### src/rtl/fir_ctrl_pkg.sv
// Shared constants and state encoding for the FIR MAC control path.
package fir_ctrl_pkg;
  localparam int NTAPS   = 32;
  localparam int MAC_LAT = 2;
  localparam int ADDR_W  = $clog2(NTAPS);

  typedef enum logic [1:0] {
    ST_CLEAR = 2'd0,
    ST_IDLE  = 2'd1,
    ST_RUN   = 2'd2,
    ST_DRAIN = 2'd3
  } state_t;
endpackage

### src/rtl/fir_ctrl_dly.sv
// Resettable fixed-depth shift register used to align control strobes.
module fir_ctrl_dly #(
  parameter int WIDTH = 1,
  parameter int DEPTH = 1
) (
  input  logic             clk,
  input  logic             rst,
  input  logic [WIDTH-1:0] d,
  output logic [WIDTH-1:0] q
);
  logic [WIDTH-1:0] stage_r [DEPTH];

  // shift chain, cleared by synchronous reset so aborted work never emerges
  always_ff @(posedge clk) begin
    if (!rst) begin
      for (int i = 0; i < DEPTH; i++) stage_r[i] <= {WIDTH{1'b0}};
    end else begin
      stage_r[0] <= d;
      for (int i = 1; i < DEPTH; i++) stage_r[i] <= stage_r[i-1];
    end
  end

  assign q = stage_r[DEPTH-1];
endmodule

### src/rtl/fir_mac_sequencer.sv
// Address/strobe sequencer for a single-MAC FIR: clears the sample buffer,
// then walks NTAPS taps per accepted sample and flags the finished output.
module fir_mac_sequencer
  import fir_ctrl_pkg::state_t;
  import fir_ctrl_pkg::ST_CLEAR;
  import fir_ctrl_pkg::ST_IDLE;
  import fir_ctrl_pkg::ST_RUN;
  import fir_ctrl_pkg::ST_DRAIN;
#(
  parameter int NTAPS   = fir_ctrl_pkg::NTAPS,
  parameter int MAC_LAT = fir_ctrl_pkg::MAC_LAT,
  localparam int AW     = $clog2(NTAPS)
) (
  input  logic          clk,
  input  logic          rst,
  input  logic          in_valid,
  output logic          in_ready,
  output logic          smp_we,
  output logic          smp_wzero,
  output logic [AW-1:0] smp_waddr,
  output logic [AW-1:0] smp_raddr,
  output logic [AW-1:0] coef_addr,
  output logic          mac_en,
  output logic          mac_clr,
  output logic          out_valid,
  output logic          overrun
);
  localparam logic [AW-1:0] K_LAST = AW'(NTAPS - 1);

  state_t        state_r;
  state_t        state_nxt;
  logic [AW-1:0] k_r;
  logic [AW-1:0] wptr_r;
  logic [AW-1:0] base_r;
  logic          overrun_r;
  logic          run_s;
  logic          hs_s;
  logic          run_last_s;
  logic          drain_done_s;
  logic [1:0]    mac_dly_s;

  assign run_s      = (state_r == ST_RUN);
  assign in_ready   = rst & (state_r == ST_IDLE);
  assign hs_s       = in_valid & in_ready;
  assign run_last_s = run_s & (k_r == K_LAST);

  // one-cycle delay lines up mac_en/mac_clr with the 1-cycle read data
  fir_ctrl_dly #(.WIDTH(2), .DEPTH(1)) u_mac_dly (
    .clk (clk),
    .rst (rst),
    .d   ({run_s, run_s & (k_r == {AW{1'b0}})}),
    .q   (mac_dly_s)
  );

  // last-tap marker delayed through DRAIN; its arrival ends DRAIN
  fir_ctrl_dly #(.WIDTH(1), .DEPTH(1 + MAC_LAT)) u_drain_dly (
    .clk (clk),
    .rst (rst),
    .d   (run_last_s),
    .q   (drain_done_s)
  );

  // next-state selection
  always_comb begin
    state_nxt = state_r;
    case (state_r)
      ST_CLEAR: if (k_r == K_LAST) state_nxt = ST_IDLE;  else state_nxt = ST_CLEAR;
      ST_IDLE:  if (hs_s)          state_nxt = ST_RUN;   else state_nxt = ST_IDLE;
      ST_RUN:   if (run_last_s)    state_nxt = ST_DRAIN; else state_nxt = ST_RUN;
      ST_DRAIN: if (drain_done_s)  state_nxt = ST_IDLE;  else state_nxt = ST_DRAIN;
      default:  state_nxt = ST_CLEAR;
    endcase
  end

  // state, counters, write pointer and sticky overrun flag
  always_ff @(posedge clk) begin
    if (!rst) begin
      state_r   <= ST_CLEAR;
      k_r       <= {AW{1'b0}};
      wptr_r    <= {AW{1'b0}};
      base_r    <= {AW{1'b0}};
      overrun_r <= 1'b0;
    end else begin
      state_r <= state_nxt;
      // power-of-two length: k wraps to 0 on its own after the last tap
      if ((state_r == ST_CLEAR) || run_s) k_r <= k_r + AW'(1);
      else                                k_r <= {AW{1'b0}};
      if (hs_s) base_r <= wptr_r;
      else      base_r <= base_r;
      if (out_valid) wptr_r <= wptr_r + AW'(1);
      else           wptr_r <= wptr_r;
      if (in_valid && !in_ready) overrun_r <= 1'b1;
      else                       overrun_r <= overrun_r;
    end
  end

  // strobes are forced low while reset is held so the CLEAR state is silent
  always_comb begin
    smp_we    = rst & ((state_r == ST_CLEAR) | hs_s);
    smp_wzero = rst & (state_r == ST_CLEAR);
    if (state_r == ST_CLEAR) smp_waddr = k_r;
    else                     smp_waddr = wptr_r;
    smp_raddr = base_r - k_r;
    coef_addr = k_r;
    mac_en    = mac_dly_s[1];
    mac_clr   = mac_dly_s[0];
    out_valid = drain_done_s & (state_r == ST_DRAIN);
    overrun   = overrun_r;
  end
endmodule
### config.mk
export PLATFORM = sky130hd
export DESIGN_NAME = fir_mac_sequencer
export DESIGN_NICKNAME = d
export VERILOG_FILES = /design/src/rtl/fir_ctrl_pkg.sv /design/src/rtl/fir_ctrl_dly.sv /design/src/rtl/fir_mac_sequencer.sv
export SDC_FILE = /design/constraint.sdc
export NUM_CORES = 1
export LEC_CHECK = 0
export ABC_AREA = 0
export CAP_MARGIN = 30
export CELL_PAD_IN_SITES_DETAIL_PLACEMENT = 0
export CELL_PAD_IN_SITES_GLOBAL_PLACEMENT = 1
export CORE_MARGIN = 1.5
export CORE_UTILIZATION = 37
export DETAILED_ROUTE_END_ITERATION = 12
export HOLD_SLACK_MARGIN = 0.06
export PLACE_DENSITY = 0.8
export SLEW_MARGIN = 25
export SYNTH_ARGS = -nofsm -noshare
export SYNTH_HDL_FRONTEND = slang
export SYNTH_SLANG_ARGS = --single-unit
### constraint.sdc
create_clock -name clk -period 2.1 [get_ports clk]
set_input_delay 0.42 -clock clk [delete_from_list [all_inputs] [get_ports clk]]
set_output_delay 0.42 -clock clk [all_outputs]
set_load 0.02 [all_outputs]
# == Word level (Yosys, flattened, before mapping) ==
# Memories as Yosys holds them, arrays and structs flattened.
# Cells that the tools add are included.
# totals
word_cells,45
register_bits,18
mem_bits_rw,5
mem_count,2
latchBits,0
mem_bits_ro,0
# memory_table
name,words,width,rd,rd_clocked_by_memory_dff,wr,line,text
u_drain_dly.stage_r,3,1,3,0,3,fir_ctrl_dly.sv:11,logic [WIDTH-1:0] stage_r [DEPTH];
u_mac_dly.stage_r,1,2,1,0,1,fir_ctrl_dly.sv:11,
# op_classes
n_eq_ne,4
n_shift,0
multipliers,0
add_sub_neg,3
bitwise,11
n_reduce_logical,7
mux,13
n_lt_le_gt_ge,0
n_div,0
# ops
cell,n
adder 5 x 1 -> 5 bit (second input constant),2
2-to-1 mux 1 bit,8
case mux 2 bit (4 select lines),1
AND 1 bit,7
2-to-1 mux 2 bit,3
equality test 5 bit (second input constant),1
logical NOT 5 bit,1
2-to-1 mux 5 bit,1
subtractor 5 bit,1
equality test 2 bit (second input constant),2
OR 1 bit,4
equality test 2 x 1 -> 1 bit (second input constant),1
logical NOT 2 bit,1
AND reduction 2 bit,1
OR reduction 2 bit,1
logical AND 1 bit,1
logical NOT 1 bit,1
logical OR 1 bit,1

# == Logic depth before layout (Yosys ltp) ==
# logic_depth
depth_word,5
ltp_mapped,7
ltp_nobuf,7

# == Cells and area by module ==
# Synthesis repeated with hierarchy kept, for this count alone.
# hier_totals
cells_unflattened,122
area_unflattened_um2,1113.6
# modules_own_cells
module,cells_each,seq_area_each_um2,area_per_inst_um2,n_inst
fir_mac_sequencer,112,360.3,982.2,1
fir_ctrl_dly at u_drain_dly,6,60.1,78.8,1
fir_ctrl_dly at u_mac_dly,4,40.0,52.6,1

# == Worst setup path before layout ==
# Ideal clock, no wire load.
# synth_path
path_type,register to output
start,"register k_r[0], in the netlist coef_addr[0]"
end,output smp_raddr[4]
stages_incl_launch_ff,7
arrival_ps,1728
n_path_buf,0
path_slack_ps,-48
t_required_ps,1680
path_cell_list,dfxtp_1 ha_1 inv_1 fa_1 a21o_1 a21oi_1 xnor2_1
# synth_via
elab_chain_cells,1
# synth_rtl
item,line,text
from (decl),fir_mac_sequencer.sv:32,logic [AW-1:0] k_r;
from (signal assigned),fir_mac_sequencer.sv:79,k_r <= {AW{1'b0}};
from (signal assigned),fir_mac_sequencer.sv:86,if ((state_r == ST_CLEAR) || run_s) k_r <= k_r + AW'(1);
from (signal assigned),fir_mac_sequencer.sv:87,else k_r <= {AW{1'b0}};
subtractor 5 bit,fir_mac_sequencer.sv:103,smp_raddr = base_r - k_r;
to (decl),fir_mac_sequencer.sv:21,"output logic [AW-1:0] smp_raddr,"
# No other way between the ends.

# == Worst setup path in the final report ==
# layout_path
start,register base_r[0]
end,output smp_raddr[4]
# layout_via
elab_chain_cells,1
# layout_rtl
item,line,text
from (decl),fir_mac_sequencer.sv:34,logic [AW-1:0] base_r;
from (signal assigned),fir_mac_sequencer.sv:81,base_r <= {AW{1'b0}};
from (signal assigned),fir_mac_sequencer.sv:88,if (hs_s) base_r <= wptr_r;
from (signal assigned),fir_mac_sequencer.sv:89,else base_r <= base_r;
subtractor 5 bit,fir_mac_sequencer.sv:103,
# No other way between the ends.

==> metrics <==
vias in the first global route 890; Period minus WS final 2.24 ns; Core Util, Final 54.7%; initial antenna violation count 0; num ports 25; CP peak stage delay 0.36 ns; syn_area_per_cell 9.37 µm²; largest cells by area after synthesis dfxtp_1 (41%), ha_1 (8.9%), mux2_2 (5.0%), xnor2_1 (4.7%), and2_1 (4.4%); Max Cap Violations 0; CP Launch Type flop; post-cts hold buffer count 0; Pwr Density 533 nW/µm²; area added between synthesis and finish 37.5%; Clock transition at path regs 0.12 ns; Hold/Removal Path Class flop to flop; Peak VDD IR 0.000333 V; WL/cell 12.2 µm; RePlAce Congestion 0.810; die area 3380 µm²; delay-heaviest family, CP adder cells; FF-to-FF End state_r[0]; router iterations before antenna repair 8; core area 2830 µm²; final WL 2330 µm; Distinct cells, synth 31; initial DRC count 21; fmax 446 MHz; Setup crit end kind output port; Final Hold Viols 0; hold path cells 1; EDFF count, synth 0; post-synthesis async set-or-reset flop share 0%; Die X 58.1 µm; TritonCTS clock tree done; final setup fails 2; # diodes 0; WP data arrival 1.82 ns; Crit Reg-Reg Startpoint coef_addr[0]; total grt overflow 0; largest area contributor in the netlist dfxtp_1; Final ANT Viol Nets 0; GRT Total Usage 15.1%; first-pass GRT wire length 3880 µm; worst clock skew 0.00313 ns; Reg2Reg Depth 6; top post-synthesis cells by count dfxtp_1 (23), nand2_1 (13), and2_1 (8), ha_1 (8), o21ai_0 (8); worst-path maximum fanout 2; CP Cell Sequence inv_2 -> ha_4 -> inv_2 -> fa_2 -> a21o_1 -> a21oi_2 -> xnor2_1 -> buf_4; worst slew pin tran 0.247 ns; CP required 1.68 ns; Worst-Skew Late Latency 0.30 ns; Synth Warn # 0; DRC 3; dominant cell by count in the synthesized netlist dfxtp_1; RSZ-0062 raised after global routing true; sequential area share after synthesis 40.9%; Max H-tree Level 1; slowest stage cell, crit path fa_2; CP dominant cell by count inv_2; Root Driver clkbuf_4; number of vias per cell 4.88; Port Buffers 24; largest net degree at the start of global routing 16; outcome finished with violations; height of the die 58.1 µm; Initial Utilization 39.8%; failing checks design-rule violations, negative setup slack; clock sink count 23; CTS Buf Count 3; total number of vias 927; Crit Path Category flop to output port; Lkg Pwr 0.705 nW; worst hold start u_drain_dly.stage_r[0][1]; deepest clock path buffer count 2; Synth Net Count 132; post-route clock period utilization 107%; Pins Over Slew Limit 0; Hold Slack 0.460 ns; number of nets in the layout 172; share of the synthesized area in the top cell type 40.9%; layout cells sized above 1 27.0%; final setup margin -0.143 ns; Mapped Area 1120 µm²; DPL Wire Length 1800 µm; worst hold endpoint u_drain_dly.stage_r[0][2]; Bufs and invs on worst path 3; Synth Flop Type dfxtp_1; synthesized instance count 120; row cnt 19; normalized max-slew margin 83.5%; r2r setup slk 0.71 ns; synthesized flop and latch total 23
## worst reg2reg max path, cell delays in order (launching register included)
cell	delay, ns
dfxtp_2	0.36
buf_4	0.15
ha_1	0.22
and3_1	0.17
ha_1	0.19
o21ai_0	0.16
nor2_1	0.06
## area by class of cell
type / instances / area, µm²
flip-flops and latches: 23 / 467
multi-input cells: 84 / 636
fillers: 269 / 1280
well taps: 31 / 38.8
clock buffers: 4 / 26.3
repair buffers: 41 / 353
inverters: 7 / 26.3
## logic make-up (layout without fill, tap and decap cells)
logic type                 count (synthesis)  in the layout  share of synthesized area [%]
AOI/OAI and AO/OA                         16             16                           8.56
DFF                                       23             23                           40.9
xor gates and xnor gates                   8              8                           6.23
and+or+nand+nor                           45             45                           22.4
adders and majority gates                  9              9                           10.7
buffers and inverters                     13             52                           5.34
muxes                                      6              6                           5.90
## sequential cells by signal, summed over array words and instances, names as in the netlist
signal / flops
base_r: 5
coef_addr: 5
wptr_r: 5
u_drain_dly.stage_r: 3
state_r: 2
u_mac_dly.stage_r: 2
overrun: 1
## timing repair
| item | 4_1_cts | 5_1_grt |
|---|---|---|
| pin swaps | 5 | 2 |
| setup buffers | 0 | 1 |
| gates resized for setup | 39 | 7 |
| endpoints found under the setup margin | 13 | 8 |
## power by group
part	internal, W	switching [W]	total, W
sequential	0.000443	0.00000422	0.000448
combinational	0.0000880	0.0000882	0.000176
clock	0.0000740	0.000126	0.000200
total	0.000605	0.000219	0.000824
## stage by stage
stage	std cells	area [µm²]	power [W]	setup slack (ns)	setup TNS, ns
4_1_cts	189	1530	0.000832	-0.173	-0.173
3_3_place_gp	185	1490	0.000629	-0.298	-1.11
6_report	190	1550	0.000824	-0.143	-0.236
5_1_grt	190	1550	0.000868	-0.237	-0.474
3_5_place_dp	185	1490	0.000634	-0.399	-1.34
2_1_floorplan	120	1130	0.000545	0.0263	0
## placed cells by master, fill, tap and decap left out, drive strengths merged, types with 3 or more instances in the layout
cell type       n
and2            8
and3            3
buf            21
clkbuf          4
clkdlybuf4s50  11
dfxtp          23
dlygate4sd2     8
ha              8
inv             7
mux2            5
nand2          13
nor2            7
nor2b           5
o21ai           8
xnor2           6
## per-layer routing
layer | track usage (%) | wire, µm
met5 | 0 | 0
met3 | 2.01 | 82
met1 | 18.7 | 1110
met2 | 26.5 | 1120
met4 | 5.98 | 10
## worst max path at each step
stage	start	end	slack, ns	cells past startpoint
after CTS	base_r[0]	smp_raddr[4]	-0.17	8
after global routing	base_r[0]	smp_raddr[4]	-0.24	8
final	base_r[0]	smp_raddr[4]	-0.14	8
after global placement	base_r[0]	smp_raddr[4]	-0.30	8
after detailed placement	base_r[0]	smp_raddr[4]	-0.40	8
after floorplan	coef_addr[1]	smp_raddr[4]	0.03	5
(Power assumes the default switching activity.)
==> RTL edit 1, RTL diff (same flow settings) <==
The package constant `NTAPS` goes from 32 to 128.
--- a/src/rtl/fir_ctrl_pkg.sv
+++ b/src/rtl/fir_ctrl_pkg.sv
@@ -1,6 +1,6 @@
 // Shared constants and state encoding for the FIR MAC control path.
 package fir_ctrl_pkg;
-  localparam int NTAPS   = 32;
+  localparam int NTAPS   = 128;
   localparam int MAC_LAT = 2;
   localparam int ADDR_W  = $clog2(NTAPS);
 
Interface: changed (resized coef_addr, smp_raddr and smp_waddr); port bits go from 25 to 31. The function was not compared with the original's and may differ.
==> RTL edit 1 against the original RTL <==
The run ends with negative setup slack left. Synthesized area rose by 36%. Non-clock buffer count rose by 19. Sequential cell count rose by 6. Via count rose by 45%. Worst hold slack got worse by 17 ps. Routed wire length rose by 56%. Total power rose by 54%. Synthesized cell count rose by 43%. Count of clock-buffer cells in the layout rose by 4. Setup slack got worse by 100 ps. Sequential share of layout area fell by 3.4 points. Utilization rose by 0.53 points. Critical path depth rose by 1. Final area rose by 42%. Critical path type unchanged. Largest power group unchanged.
==> RTL edit 1: results (changes against the original RTL) <==
status - complete, but fails checks (unchanged)
failing checks - negative setup slack (was design-rule violations, negative setup slack)
Comb power - 0.235 mW (was 0.176 mW)
first drt pass iteration count - 4 (was 8)
worst setup slack after layout - -246 ps (was -143 ps)
RD Place Congestion - 0.774 (was 0.810)
Port Buf Inserts - 30 (was 24)
Sequential Power Share - 0.442 (was 0.543)
clk_lat worst skew - 280 ps (was 300 ps)
arrival time at the worst endpoint - 1930 ps (was 1820 ps)
Multi-In Gates - 125 (was 84)
GRT Util Overall - 0.176 (was 0.151)
layout cells sized above 1 - 0.305 (was 0.270)
Area contributors post-synth - dfxtp_1 (38%), ha_1 (7.4%), nand2_1 (5.4%) (was dfxtp_1 (41%), ha_1 (8.9%), mux2_2 (5.0%))
worst setup path end - smp_raddr[6] (was smp_raddr[4])
DR WL met3 - 123 um (was 82 um)
Worst-Margin Slew - 395 ps (was 247 ps)
Sw Share - 0.263 (was 0.265)
GRT met1 Usage - 0.205 (was 0.187)
register area share after synthesis - 0.380 (was 0.409)
# clock sinks - 29 (was 23)
met2 Use GR - 0.306 (was 0.265)
routed length per instance - 12.8 um (was 12.2 um)
Leak Pwr - 0.976 nW (was 0.705 nW)
placed inst area - 0.00208 sq mm (was 0.00149 sq mm)
Core Box Area - 0.00397 sq mm (was 0.00283 sq mm)
FILL cells - 364 (was 269)
final hold slack - 442 ps (was 460 ps)
Non-Clock Inverter Count - 11 (was 7)
r2r setup slk - 560 ps (was 710 ps)
dpl ws - -521 ps (was -399 ps)
Synth cell types - 40 (was 31)
nonclk buf count - 60 (was 41)
Seq/total area - 0.268 (was 0.302)
Final setup viols - 4 (was 2)
[RTL edit 1: cell count changes after synthesis, sizes merged, moves of 2 or more]
| cell | delta |
|---|---|
| a21oi | +2 |
| dfxtp | +6 |
| inv | +4 |
| mux2 | +2 |
| nand2 | +9 |
| nand3 | +2 |
| nor2 | +4 |
| nor3 | +8 |
| o21ai | +4 |
| xnor2 | +3 |
| xor2 | +2 |
[RTL edit 1: metrics by stage]
stage / util / total power [mW] / setup TNS, ps
2_1_floorplan: - / 0.698 / 0
3_3_place_gp: 0.523 / 0.805 / -2010
3_5_place_dp: 0.523 / 0.809 / -2250
4_1_cts: 0.546 / 1.27 / -745
5_1_grt: 0.552 / 1.33 / -1170
6_report: 0.552 / 1.27 / -780
[RTL edit 1: timing repair]
| action | CTS | global route |
|---|---|---|
| buffers inserted | 0 | 1 |
| hold buffers | 0 | 0 |
| endpoints found under the setup margin | 17 | 7 |
| cloned | 0 | 0 |
| resized for setup | 47 | 7 |
| pin swaps | 4 | 2 |
==> RTL edit 2, RTL diff (same settings) <==
Without the edit above. Put a register stage on the output `overrun`, cleared by the reset. The value now appears one clock later. The other outputs are not delayed to match.
--- a/src/rtl/fir_mac_sequencer.sv
+++ b/src/rtl/fir_mac_sequencer.sv
@@ -26,6 +26,8 @@
   output logic          overrun
 );
   localparam logic [AW-1:0] K_LAST = AW'(NTAPS - 1);
+
+  logic overrun_d;
 
   state_t        state_r;
   state_t        state_nxt;
@@ -105,6 +107,14 @@
     mac_en    = mac_dly_s[1];
     mac_clr   = mac_dly_s[0];
     out_valid = drain_done_s & (state_r == ST_DRAIN);
-    overrun   = overrun_r;
+    overrun_d = overrun_r;
   end
+  always_ff @(posedge clk) begin
+    if (!rst) begin
+      overrun <= '0;
+    end else begin
+      overrun <= overrun_d;
+    end
+  end
+
 endmodule
Check against the original RTL: not equivalent (a bounded check fails within 4 cycles, from zero or initial values and one cycle with rst low).
==> RTL edit 2 against the original RTL <==
The flow finishes with violations (negative setup slack). Die area up 2.2%. Routed wire length up 5.9%. Synthesized area up 2.3%. Critical path depth unchanged. Sequential share of layout area up 0.29 points. Sequential cell count up 1. Register-to-register slack worse by 20 ps. Setup slack better by 16 ps. Combinational power up 3%. Synthesized cell count up 1.7%. Total power up 3.0%. Final area up 3.6%.
==> RTL edit 2: results (changes against the original RTL) <==
initial DRC count - 14 (was 21)
Area contributors post-synth - dfxtp_1 (42%), ha_1 (8.7%), and2_1 (4.9%) (was dfxtp_1 (41%), ha_1 (8.9%), mux2_2 (5.0%))
failing checks - negative setup slack (was design-rule violations, negative setup slack)
final cell count without fillers - 193 (was 190)
Synth Area in Adders - 0.104 (was 0.107)
post-synthesis xor/xnor area fraction - 0.0609 (was 0.0623)
hold_sp - rst (was u_drain_dly.stage_r[0][1])
top post-synthesis cells by count - dfxtp_1 (24), nand2_1 (13), and2_1 (9) (was dfxtp_1 (23), nand2_1 (13), and2_1 (8), ha_1 (8), o21ai_0 (8))
status - complete, but fails checks (unchanged)
n_taps - 33 (was 31)
Post-Route Skew - 5.84 ps (was 3.13 ps)
RD Place Congestion - 0.874 (was 0.810)
non-clk buf share - 0.226 (was 0.228)
HPWL Detailed - 1.90 mm (was 1.80 mm)
first drt pass iteration count - 4 (was 8)
Met1 Wirelength - 1.12 mm (was 1.11 mm)
register area share after synthesis - 0.417 (was 0.409)
Hold Path Stages - 3 (was 1)
post-synth top area share - 0.417 (was 0.409)
worst setup slack after layout - -127 ps (was -143 ps)
GRT Util Overall - 0.156 (was 0.151)
Final setup viols - 2 (unchanged)
hold path endpoint - state_r[0] (was u_drain_dly.stage_r[0][2])
Final nets - 174 (was 172)
first-pass GRT wire length - 4.10 mm (was 3.88 mm)
largest net degree at the start of global routing - 17 (was 16)
clk tree area frac - 0.0141 (was 0.0170)
post-synth net total - 134 (was 132)
met2 wire len - 1.25 mm (was 1.12 mm)
# clock sinks - 24 (was 23)
r2r setup slk - 690 ps (was 710 ps)
vias in the first global route - 872 (was 890)
placed inst area - 0.00151 sq mm (was 0.00149 sq mm)
met2 Use GR - 0.273 (was 0.265)
post-route cell area - 0.00160 sq mm (was 0.00155 sq mm)
fraction of synthesized area in multiplexers - 0.0576 (was 0.0590)
GRT met1 Usage - 0.198 (was 0.187)
GR Layer Usage met3 - 0.0198 (was 0.0201)
WL final - 2.46 mm (was 2.33 mm)
layout cells sized above 1 - 0.294 (was 0.270)
clkbuf count - 3 (was 4)
IR Drop Worst-Case VDD - 0.206 mV (was 0.333 mV)
Leak Pwr - 0.728 nW (was 0.705 nW)
Worst-Margin Slew - 233 ps (was 247 ps)
Seq/total area - 0.305 (was 0.302)
slowest stage cell, crit path - dfxtp_2 (was fa_2)
multi-input combinational area share - 0.413 (was 0.411)
FILL cells - 285 (was 269)
DR WL met3 - 77 um (was 82 um)
Syn Area/Cell - 9.44 sq um (was 9.37 sq um)
via count - 941 (was 927)
RTL edit 2: changes by cell type in the layout (fill, tap and decap cells not counted), sizes merged:
| cell | delta |
|---|---|
| and2 | +1 |
| clkbuf | -1 |
| clkdlybuf4s15 | +1 |
| clkdlybuf4s50 | -1 |
| dfxtp | +1 |
| dlygate4sd2 | -1 |
| dlymetal6s2s | +1 |
RTL edit 2: power groups by stage:
stage	sequential, mW	combinational (mW)	clock [mW]
4_1_cts	0.467	0.167	0.205
2_1_floorplan	0.487	0.0789	0
3_3_place_gp	0.476	0.172	0
3_5_place_dp	0.476	0.177	0
6_report	0.468	0.182	0.199
5_1_grt	0.469	0.195	0.232
RTL edit 2: metrics by stage:
step	setup WS [ps]	setup TNS (ps)
after CTS	-191	-191
after global routing	-211	-326
final	-127	-162
after detailed placement	-356	-1190
after global placement	-298	-1020
after floorplan	26.3	0
